--- config.mk ---
export PLATFORM = sky130hd
export DESIGN_NAME = rf_wb_scheduler
export DESIGN_NICKNAME = d
export VERILOG_FILES = /design/src/rtl/rf_wb_scheduler_pkg.sv /design/src/rtl/rf_busy_scoreboard.sv /design/src/rtl/rf_wb_scheduler.sv
export SDC_FILE = /design/constraint.sdc
export NUM_CORES = 1
export LEC_CHECK = 0
export CORE_MARGIN = 2
export CORE_UTILIZATION = 50
export DETAILED_ROUTE_END_ITERATION = 16
export PLACE_DENSITY = 0.87
export SYNTH_ARGS = -nofsm -noshare
export SYNTH_HDL_FRONTEND = slang
export SYNTH_SLANG_ARGS = --single-unit
--- constraint.sdc ---
create_clock -name clk -period 3.2 [get_ports clk]
set_clock_uncertainty 0.15 [all_clocks]
set_input_delay 0.48 -clock clk [delete_from_list [all_inputs] [get_ports clk]]
set_output_delay 0.48 -clock clk [all_outputs]
set_load 0.01 [all_outputs]
--- src/rtl/rf_wb_scheduler_pkg.sv ---
// Shared types and constants for the register-file writeback scheduler.
package rf_wb_scheduler_pkg;

  localparam int unsigned REG_IDX_W = 5;
  localparam int unsigned WB_DATA_W = 32;

  localparam logic [REG_IDX_W-1:0] X0 = '0;

  typedef enum logic {
    REQ_ALU = 1'b0,
    REQ_MEM = 1'b1
  } req_e;

  typedef struct packed {
    logic                 valid;
    logic [REG_IDX_W-1:0] rd;
    logic [WB_DATA_W-1:0] data;
  } wb_req_t;

  function automatic logic is_x0(input logic [REG_IDX_W-1:0] idx);
    return idx == X0;
  endfunction

endpackage

--- src/rtl/rf_busy_scoreboard.sv ---
// Pending-write scoreboard: one busy bit per architectural register, x0 never busy.
module rf_busy_scoreboard
  import rf_wb_scheduler_pkg::*;
#(
  parameter int unsigned NREGS = 32
) (
  input  logic                 clk,
  input  logic                 rst,
  input  logic                 i_set_en,
  input  logic [REG_IDX_W-1:0] i_set_idx,
  input  logic                 i_clr_en,
  input  logic [REG_IDX_W-1:0] i_clr_idx,
  input  logic [REG_IDX_W-1:0] i_rs1,
  input  logic [REG_IDX_W-1:0] i_rs2,
  output logic                 o_busy_rs1,
  output logic                 o_busy_rs2
);

  logic [NREGS-1:0] r_busy;
  logic [NREGS-1:0] w_busy_nxt;

  // Clear is applied before set so a same-cycle reissue of rd stays pending.
  always_comb begin
    w_busy_nxt = r_busy;
    if (i_clr_en) w_busy_nxt[i_clr_idx] = 1'b0;
    if (i_set_en && !is_x0(i_set_idx)) w_busy_nxt[i_set_idx] = 1'b1;
    w_busy_nxt[0] = 1'b0;
  end

  always_ff @(posedge clk or posedge rst) begin
    if (rst) begin
      r_busy <= '0;
    end else begin
      r_busy <= w_busy_nxt;
    end
  end

  assign o_busy_rs1 = r_busy[i_rs1];
  assign o_busy_rs2 = r_busy[i_rs2];

endmodule

--- src/rtl/rf_wb_scheduler.sv ---
// Arbitrates ALU/MEM writebacks onto the single register-file write port.
// Optional macro RR_ARB_EN selects round-robin instead of fixed MEM>ALU priority.
module rf_wb_scheduler
  import rf_wb_scheduler_pkg::*;
#(
  parameter int unsigned N     = 32,
  parameter int unsigned NREGS = 32
) (
  input  logic                 clk,
  input  logic                 rst,
  input  logic                 alu_valid,
  output logic                 alu_ready,
  input  logic [REG_IDX_W-1:0] alu_rd,
  input  logic [N-1:0]         alu_data,
  input  logic                 mem_valid,
  output logic                 mem_ready,
  input  logic [REG_IDX_W-1:0] mem_rd,
  input  logic [N-1:0]         mem_data,
  input  logic                 issue_valid,
  input  logic [REG_IDX_W-1:0] issue_rd,
  input  logic [REG_IDX_W-1:0] rs1,
  input  logic [REG_IDX_W-1:0] rs2,
  output logic                 busy_rs1,
  output logic                 busy_rs2,
  output logic                 regwrite,
  output logic [REG_IDX_W-1:0] write_reg,
  output logic [N-1:0]         write_data
);

  wb_req_t w_alu_req;
  wb_req_t w_mem_req;
  wb_req_t w_sel;
  logic    w_gnt_alu;
  logic    w_gnt_mem;
  logic    w_any_gnt;

  logic                 r_regwrite;
  logic [REG_IDX_W-1:0] r_write_reg;
  logic [N-1:0]         r_write_data;

  assign w_alu_req = '{valid: alu_valid, rd: alu_rd, data: WB_DATA_W'(alu_data)};
  assign w_mem_req = '{valid: mem_valid, rd: mem_rd, data: WB_DATA_W'(mem_data)};

`ifdef RR_ARB_EN
  req_e r_last;

  always_comb begin
    w_gnt_alu = 1'b0;
    w_gnt_mem = 1'b0;
    if (w_alu_req.valid && w_mem_req.valid) begin
      w_gnt_mem = (r_last == REQ_ALU);
      w_gnt_alu = (r_last == REQ_MEM);
    end else begin
      w_gnt_mem = w_mem_req.valid;
      w_gnt_alu = w_alu_req.valid;
    end
  end

  // Pointer only moves on contested grants; uncontested traffic leaves it alone.
  always_ff @(posedge clk or posedge rst) begin
    if (rst) begin
      r_last <= REQ_ALU;
    end else if (w_alu_req.valid && w_mem_req.valid) begin
      r_last <= w_gnt_mem ? REQ_MEM : REQ_ALU;
    end
  end
`else
  always_comb begin
    w_gnt_mem = w_mem_req.valid;
    w_gnt_alu = w_alu_req.valid && !w_mem_req.valid;
  end
`endif

  assign alu_ready = w_gnt_alu;
  assign mem_ready = w_gnt_mem;
  assign w_any_gnt = w_gnt_alu || w_gnt_mem;
  assign w_sel     = w_gnt_mem ? w_mem_req : w_alu_req;

  // An accepted x0 request is treated like an idle cycle at the output.
  always_ff @(posedge clk or posedge rst) begin
    if (rst) begin
      r_regwrite   <= 1'b0;
      r_write_reg  <= '0;
      r_write_data <= '0;
    end else begin
      r_regwrite <= w_any_gnt && !is_x0(w_sel.rd);
      if (w_any_gnt && !is_x0(w_sel.rd)) begin
        r_write_reg  <= w_sel.rd;
        r_write_data <= N'(w_sel.data);
      end
    end
  end

  assign regwrite   = r_regwrite;
  assign write_reg  = r_write_reg;
  assign write_data = r_write_data;

  rf_busy_scoreboard #(
    .NREGS (NREGS)
  ) u_scoreboard (
    .clk        (clk),
    .rst        (rst),
    .i_set_en   (issue_valid),
    .i_set_idx  (issue_rd),
    .i_clr_en   (w_any_gnt),
    .i_clr_idx  (w_sel.rd),
    .i_rs1      (rs1),
    .i_rs2      (rs2),
    .o_busy_rs1 (busy_rs1),
    .o_busy_rs2 (busy_rs2)
  );

endmodule

==> impl_results.rst, run 1 <==
.. list-table::
   :header-rows: 1

   * - Metric
     - Value
   * - Clock group share of total power
     - 0.314
   * - Maxcap violations
     - 0
   * - First-pass DRT Iterations
     - 5
   * - Critical path data arrival time
     - 2.47 ns
   * - Mean Syn Cell Area
     - 11.4 um2
   * - Transition time at the pin with the least slew margin
     - 0.675 ns
   * - Number of buffers inserted by hold repair at cts
     - 0
   * - Finish-stage setup viols
     - 0
   * - Placer Congestion
     - 0.953
   * - Critical-path cell list
     - clkdlybuf4s50_1 -> mux4_2 -> nand2b_1 -> o211ai_1 -> nand4_1 -> clkdlybuf4s50_1
   * - PwrDens
     - 490 mW/mm2
   * - Most prevalent standard cell on the critical path
     - clkdlybuf4s50_1
   * - Total internal power
     - 0.00201 W
   * - Pin count of the biggest net entering global routing
     - 70
   * - All-layer global routing usage
     - 0.280
   * - Area share of and/or/nand/nor cells after synthesis
     - 0.103
   * - Post-placement cell count
     - 578
   * - Root Buffer Master
     - clkbuf_8
   * - Register area share after synthesis
     - 0.431
   * - Number of standard cells after synthesis
     - 352
   * - Fin crit period
     - 3.10 ns
   * - Sequential share of power
     - 0.415
   * - Relative contribution of combinational cells to total power
     - 0.271
   * - Cell Area, Synth
     - 0.00401 mm2
   * - Max FFs per register
     - 32
   * - Cell Count, Final, Fillers Out
     - 594
   * - Hold crit path type
     - flip-flop to flip-flop
   * - Crit-path max FO
     - 5
   * - Number of distinct library cells after synthesis
     - 42
   * - Stage delay of the slowest cell on the critical path
     - 0.63 ns
   * - I/O pin count
     - 136
   * - Switching share of power
     - 0.281
   * - Initial antenna violation count
     - 0
   * - Adder and majority gate portion of the synthesized area
     - 0
   * - RSZ-0062 raised after global routing
     - false
   * - CP max stage cell
     - clkdlybuf4s50_1
   * - Area of the core
     - 0.00777 mm2
   * - Wire length of the first global-routing pass
     - 18800 um
   * - Area fraction in compound gates after synthesis
     - 0.138
   * - Buffers added on ports
     - 135
   * - Status
     - completed
   * - Static leakage
     - 2.34 nW
   * - Fraction of synthesized cell area in xor and xnor cells
     - 0
   * - WP buf/inv
     - 2
   * - Yosys warning total
     - 0
   * - Maximum buffer depth of the clock tree
     - 2
   * - Clock tree from TritonCTS
     - done
   * - Total die area
     - 0.00875 mm2
   * - Clk_lat worst skew
     - 0.34 ns
   * - Width of the chip
     - 93.5 um
   * - Ratio of routed vias to standard cells
     - 5.93
   * - Switch Pwr
     - 0.000786 W
   * - Crit path capture type
     - output port
   * - Starting Density
     - 0.516
   * - Total via count after detailed routing
     - 3525
   * - Required time of the critical path
     - 2.57 ns
   * - FF+latch count, synth
     - 69
   * - Layout cell share with drive strength beyond 1
     - 0.179
   * - Detail Placement HPWL
     - 8680 um
   * - DRT Wirelength
     - 11700 um
   * - Number of nets in the layout
     - 581
   * - Family with the most delay on the worst path
     - buffers and inverters
   * - Endpoints failing hold
     - 0
   * - Antenna cell count
     - 0
   * - Total clock sinks
     - 69
   * - Row count
     - 32
   * - Remaining Overflow, GRT
     - 0
   * - Via count of the first global-routing pass
     - 3679
   * - Average detailed-routed wire length per instance
     - 19.8 um
   * - Setup Total Neg Slack
     - 0 ns
   * - Dominant combinational cell family by area after synthesis
     - multiplexers
   * - Element type at the critical path start
     - input port
   * - Rel. slew slack
     - 0.549
   * - Number of pins with negative max-slew slack in the final report
     - 0
   * - Drt first-iter violations
     - 221
   * - Layout Area Growth over Synthesis
     - 42.5%
   * - Mux contribution to synthesized area
     - 0.295
   * - Remaining DRCs
     - 0
   * - Number of buffers created by CTS
     - 9
   * - Clock Pin Slew Worst Setup and Hold Paths
     - 0.07 ns
   * - Maximum level of the CTS H-tree
     - 3
   * - Final cycle utilization of the critical path
     - 0.968
   * - Maximum frequency from static timing analysis
     - 323 MHz
   * - Number of antenna-violating nets in the routed design
     - 0
   * - Vert. Die Dim
     - 93.5 um
   * - WS Path Type
     - input port to output port
   * - Peak ir drop on the vdd network
     - 0.000324 V
   * - Syn nets
     - 446
## power groups by stage
stage / clock network, W / registers (W) / logic, W
2_1_floorplan: 0 / 0.00115 / 0.000383
3_3_place_gp: 0 / 0.00116 / 0.000725
3_5_place_dp: 0 / 0.00117 / 0.000749
4_1_cts: 0.000884 / 0.00116 / 0.000758
5_1_grt: 0.000924 / 0.00118 / 0.000815
6_report: 0.000880 / 0.00116 / 0.000758
## area by class of cell
type / instances / area [um2]
Sequential cell: 69 / 1730
Inverter: 6 / 22.5
Multi-Input combinational cell: 258 / 2160
Clock buffer: 10 / 138
Clock inverter: 6 / 110
Fill cell: 509 / 2050
Timing Repair Buffer: 143 / 1430
Tap cell: 102 / 128
## layout by cell type, fill, tap and decap left out, types with 3 or more instances in the layout
| cell type | count |
|---|---|
| clkdlybuf4s50_1 | 133 |
| dfrtp_1 | 69 |
| o21ai_0 | 37 |
| mux2_2 | 35 |
| nand2_1 | 24 |
| mux2_1 | 20 |
| mux2i_1 | 18 |
| mux2_4 | 15 |
| nand3_1 | 13 |
| clkbuf_8 | 10 |
| nand2b_1 | 9 |
| o21ai_1 | 9 |
| a22o_1 | 9 |
| nor2_1 | 6 |
| nor2b_1 | 6 |
| mux4_2 | 6 |
| a21oi_1 | 6 |
| buf_4 | 6 |
| nor3b_1 | 5 |
| o32a_1 | 4 |
| inv_1 | 4 |
| a22oi_1 | 4 |
| nand4_1 | 3 |
| and3b_1 | 3 |
| nand4b_1 | 3 |
| o32ai_1 | 3 |
| o21a_1 | 3 |
| bufinv_16 | 3 |
## kinds of logic (layout without fill, tap and decap cells)
group	count (synthesis)	count (layout)
muxes	95	95
buffers and inverters	25	165
AOI/OAI and AO/OA	86	86
and+or+nand+nor	77	77
DFF	69	69
## layer usage
metal | wire (um) | track usage | vias up | share of wire
met5 | 0 | 0 | - | 0
met4 | 462 | 0.122 | 0 | 0.039
met3 | 1060 | 0.0774 | 45 | 0.090
met2 | 5650 | 0.466 | 218 | 0.48
met1 | 4580 | 0.341 | 1667 | 0.39
li1 | - | - | 1595 | -
## Yosys cell counts (all sizes together)
cell / instances / area, um2
a211oi: 2 / 15.0
a21o: 1 / 7.51
a21oi: 6 / 30.0
a221o: 1 / 10.0
a22o: 9 / 78.8
a22oi: 4 / 30.0
and3: 1 / 6.26
and3b: 3 / 26.3
buf: 10 / 77.6
clkbuf: 9 / 33.8
dfrtp: 69 / 1730
inv: 6 / 22.5
mux2: 70 / 845
mux2i: 19 / 203
mux4: 6 / 135
nand2: 24 / 90.1
nand2b: 9 / 56.3
nand3: 13 / 65.1
nand4: 3 / 18.8
nand4b: 3 / 26.3
nor2: 6 / 22.5
nor2b: 6 / 37.5
nor3: 3 / 20.0
nor3b: 5 / 37.5
o2111ai: 2 / 17.5
o211ai: 2 / 15.0
o21a: 3 / 22.5
o21ai: 47 / 239
o22a: 1 / 8.76
o22ai: 1 / 12.5
o32a: 4 / 40.0
o32ai: 3 / 26.3
or2: 1 / 6.26
## metrics by stage
stage               total power, W  setup slack [ns]  utilization  area [um2]  hold WS [ns]
global route               0.00292           0.00343        0.736        5710         0.354
CTS                        0.00280            0.0382        0.735        5710         0.347
global placement           0.00189             0.107        0.703        5460         0.313
detailed placement         0.00192            0.0430        0.703        5460         0.335
floorplan                  0.00153             0.830            -        4010         0.316
finish                     0.00280             0.102        0.736        5710         0.343
## final timing paths
| check | endpoint | cells past startpoint | start | slack, ns |
|---|---|---|---|---|
| worst max-delay path | busy_rs1 | 6 | rs1[0] | 0.10 |
| worst min-delay path | write_data[2]$_DFFE_PP0P_ | 1 | write_data[2]$_DFFE_PP0P_ | 0.34 |
| worst max register to register | write_reg[1]$_DFFE_PP0P_ | 1 | write_reg[1]$_DFFE_PP0P_ | 2.21 |
| worst min register to register | write_data[2]$_DFFE_PP0P_ | 1 | write_data[2]$_DFFE_PP0P_ | 0.34 |
| max in group asynchronous | write_data[7]$_DFFE_PP0P_ | 3 | rst | 2.23 |
| min in group asynchronous | write_data[12]$_DFFE_PP0P_ | 3 | rst | 0.37 |
## repair_timing
| action | 4_1_cts | 5_1_grt |
|---|---|---|
| gates resized for setup | 0 | 1 |
| setup endpoints to repair | 0 | 1 |
| setup buffers | 0 | 0 |
(Power assumes the default switching activity.)
==> run 2, diff against run 1 <==
Settings changed: ABC_CLOCK_PERIOD_IN_PS set to 3200, CORE_UTILIZATION 50 to 49, PLACE_DENSITY 0.87 to 0.86, SYNTH_HIERARCHICAL set to 1.
==> run 2 against run 1 <==
  * Clock-buffer cell count down 1
  * Critical path type unchanged
  * Register-to-register slack improved by 0.04 ns
  * Largest power group unchanged
  * Synthesized cell count fell by 7.4%
  * Setup slack better by 0.022 ns
  * Cell count fell by 3.2%
  * Via count decreased by 6.7%
  * Global-route usage fell by 3.0 points
  * Sequential power about the same
==> impl_results.rst, run 2 <==
.. list-table::
   :header-rows: 1

   * - Metric
     - Value
   * - Starting Density
     - 0.501 (was 0.516)
   * - Cell Area, Synth
     - 0.00385 mm2 (was 0.00401 mm2)
   * - Yosys warning total
     - 6 (was 0)
   * - Number of antenna-violating nets in the routed design
     - 0 (unchanged)
   * - Finish-stage setup viols
     - 0 (unchanged)
   * - Syn nets
     - 420 (was 446)
   * - Maximum buffer depth of the clock tree
     - 2 (unchanged)
   * - Required time of the critical path
     - 2.57 ns (about the same)
   * - Average detailed-routed wire length per instance
     - 18.2 um (was 19.8 um)
   * - Fin crit period
     - 3.08 ns (was 3.10 ns)
   * - CTS-repair resized insts
     - 0 (unchanged)
   * - Maximum level of the CTS H-tree
     - 3 (unchanged)
   * - First-pass DRT Iterations
     - 5 (unchanged)
   * - Fillers
     - 510 (was 509)
   * - Final cycle utilization of the critical path
     - 0.961 (was 0.968)
   * - Number of pins with negative max-slew slack in the final report
     - 0 (unchanged)
   * - PnR Total Power
     - 0.00272 W (was 0.00280 W)
   * - Number of standard cells after synthesis
     - 326 (was 352)
   * - Ratio of routed vias to standard cells
     - 5.72 (was 5.93)
   * - Maxcap violations
     - 0 (unchanged)
   * - Maximum frequency from static timing analysis
     - 325 MHz (was 323 MHz)
   * - Mean Syn Cell Area
     - 11.8 um2 (was 11.4 um2)
   * - Width of the chip
     - 92.7 um (was 93.5 um)
   * - Area of the core
     - 0.00769 mm2 (was 0.00777 mm2)
   * - Crit path capture type
     - output port (unchanged)
   * - Number of nets in the layout
     - 562 (was 581)
   * - Async SR Flop Fraction
     - 1.00 (unchanged)
   * - Dominant cell by count in the synthesized netlist
     - dfrtp_1 (unchanged)
   * - PwrDens
     - 489 mW/mm2 (was 490 mW/mm2)
   * - Setup Total Neg Slack
     - 0 ns (unchanged)
   * - Clock tree from TritonCTS
     - done (unchanged)
   * - Peak ir drop on the vdd network
     - 0.000236 V (was 0.000324 V)
   * - Row count
     - 32 (unchanged)
   * - FF+latch count, synth
     - 69 (unchanged)
   * - Max FFs per register
     - 32 (unchanged)
   * - WS Path Type
     - input port to output port (unchanged)
   * - Status
     - completed (unchanged)
   * - Endpoints failing hold
     - 0 (unchanged)
   * - Rel. slew slack
     - 0.449 (was 0.549)
   * - Layout cell share with drive strength beyond 1
     - 0.233 (was 0.179)
   * - Drt first-iter violations
     - 280 (was 221)
   * - RSZ-0062 raised after global routing
     - false (unchanged)
   * - Root Buffer Master
     - clkbuf_8 (unchanged)
   * - Hold crit path type
     - flip-flop to flip-flop (unchanged)
   * - Total via count after detailed routing
     - 3289 (was 3525)
   * - Commonest non-fill, non-tap cell in the layout
     - clkdlybuf4s50_1 (unchanged)
   * - Static leakage
     - 2.32 nW (was 2.34 nW)
   * - Cell types occupying the most area after synthesis
     - dfrtp_1 (45%), mux2_2 (13%), mux2_4 (11%), o21ai_0 (8.4%), mux2i_1 (4.9%) (was dfrtp_1 (43%), mux2_2 (9.8%), mux2_1 (5.6%), mux2_4 (5.6%), o21ai_0 (4.6%))
   * - Initial antenna violation count
     - 0 (unchanged)
   * - Number of buffers inserted by hold repair at cts
     - 0 (unchanged)
   * - Post-CTS repair timing setup buffer count
     - 0 (unchanged)
   * - Layout Area Growth over Synthesis
     - 44.1% (was 42.5%)
   * - Share of Yosys cell area claimed by the top area cell type
     - 0.448 (was 0.431)
   * - Pin count of the biggest net entering global routing
     - 39 (was 70)
   * - Remaining DRCs
     - 0 (unchanged)
   * - Synth area leader
     - dfrtp_1 (unchanged)
   * - Remaining Overflow, GRT
     - 0 (unchanged)
   * - Placer Congestion
     - 0.868 (was 0.953)
   * - All-layer global routing usage
     - 0.250 (was 0.280)
   * - Top library cells by usage in the layout, fill and taps aside
     - clkdlybuf4s50_1 (134), dfrtp_1 (69), o21ai_0 (65) (was clkdlybuf4s50_1 (133), dfrtp_1 (69), o21ai_0 (37))
   * - Critical path data arrival time
     - 2.45 ns (was 2.47 ns)
   * - Most frequent cells after synthesis
     - dfrtp_1 (69), o21ai_0 (65), mux2_2 (43), mux2_4 (28), mux2i_1 (19) (was dfrtp_1 (69), o21ai_0 (37), mux2_2 (35), nand2_1 (24), mux2_1 (20))
   * - Top flip-flop cell by instance count after synthesis
     - dfrtp_1 (unchanged)
   * - Wire length of the first global-routing pass
     - 16700 um (was 18800 um)
   * - Total die area
     - 0.00859 mm2 (was 0.00875 mm2)
   * - Register area share after synthesis
     - 0.448 (was 0.431)
   * - Number of buffers created by CTS
     - 9 (unchanged)
   * - Total clock sinks
     - 69 (unchanged)
   * - Clk_lat worst skew
     - 0.34 ns (about the same)
   * - I/O pin count
     - 136 (unchanged)
   * - Detail Placement HPWL
     - 7760 um (was 8680 um)
   * - Buffers added on ports
     - 135 (unchanged)
   * - Element type at the critical path start
     - input port (unchanged)
   * - Clock Pin Slew Worst Setup and Hold Paths
     - 0.07 ns (about the same)
   * - Number of distinct library cells after synthesis
     - 30 (was 42)
   * - Antenna cell count
     - 0 (unchanged)
   * - Crit-path max FO
     - 5 (unchanged)
   * - Transition time at the pin with the least slew margin
     - 0.824 ns (was 0.675 ns)
   * - Vert. Die Dim
     - 92.7 um (was 93.5 um)
   * - DRT Wirelength
     - 10500 um (was 11700 um)
   * - Via count of the first global-routing pass
     - 3295 (was 3679)
   * - Number of synthesized flops with an enable pin
     - 0 (unchanged)
run 2: layer usage:
layer	vias up	wire length (um)	global-route usage
li1	1505	-	-
met5	-	0	0
met4	0	204	0.0699
met1	1558	4070	0.313
met2	194	5210	0.427
met3	32	984	0.0708
run 2: logic make-up (layout without fill, tap and decap cells):
logic type | count (synthesis) | after routing | synth area share
flops | 69 | 69 | 0.448
buf+inv | 21 | 168 | 0.0299
mux | 96 | 96 | 0.319
simple gates | 57 | 57 | 0.0854
compound gates | 83 | 83 | 0.118
run 2: stage by stage:
stage               setup slack, ns  hold WS, ns  instances   util  area (um2)
floorplan                     0.781        0.331        326      -        3850
global placement              0.177        0.341        559  0.694        5340
detailed placement            0.105        0.346        559  0.694        5340
CTS                           0.101        0.363        575  0.723        5560
global route                 0.0493        0.388        575  0.723        5560
finish                        0.124        0.364        575  0.723        5560
run 2: final timing paths:
kind	start	to	slack [ns]	depth (start not counted)
max in group asynchronous	rst	write_reg[0]$_DFFE_PP0P_	2.11	3
min in group asynchronous	rst	u_scoreboard/r_busy[2]$_DFF_PP0_	0.42	3
worst max-delay path	rs1[1]	busy_rs1	0.12	5
worst min-delay path	write_reg[2]$_DFFE_PP0P_	write_reg[2]$_DFFE_PP0P_	0.36	1
worst max register to register	u_scoreboard/r_busy[9]$_DFF_PP0_	u_scoreboard/r_busy[9]$_DFF_PP0_	2.25	2
worst min register to register	write_reg[2]$_DFFE_PP0P_	write_reg[2]$_DFFE_PP0P_	0.36	1
run 2: layout make-up:
| cell class | instances | area [um2] | share of cell area |
|---|---|---|---|
| Clock inverter | 7 | 97.6 | 0.0176 |
| Multi-Input combinational cell | 236 | 2020 | 0.364 |
| Clock buffer | 9 | 124 | 0.0223 |
| Sequential cell | 69 | 1730 | 0.311 |
| Inverter | 7 | 26.3 | 0.00473 |
| Timing Repair Buffer | 145 | 1430 | 0.258 |
| Tap cell | 102 | 128 | 0.0230 |
run 2: report_power, final:
part	switching, W	internal [W]	total (W)
logic	0.000305	0.000453	0.000758
clock network	0.000351	0.000441	0.000792
registers	0.000133	0.00103	0.00117
total	0.000789	0.00193	0.00272
run 2: critical path: stages:
cell and delay, ns:
clkdlybuf4s50_1 0.60, mux4_2 0.53, o2111ai_1 0.22, nand4_1 0.12, clkdlybuf4s50_1 0.50
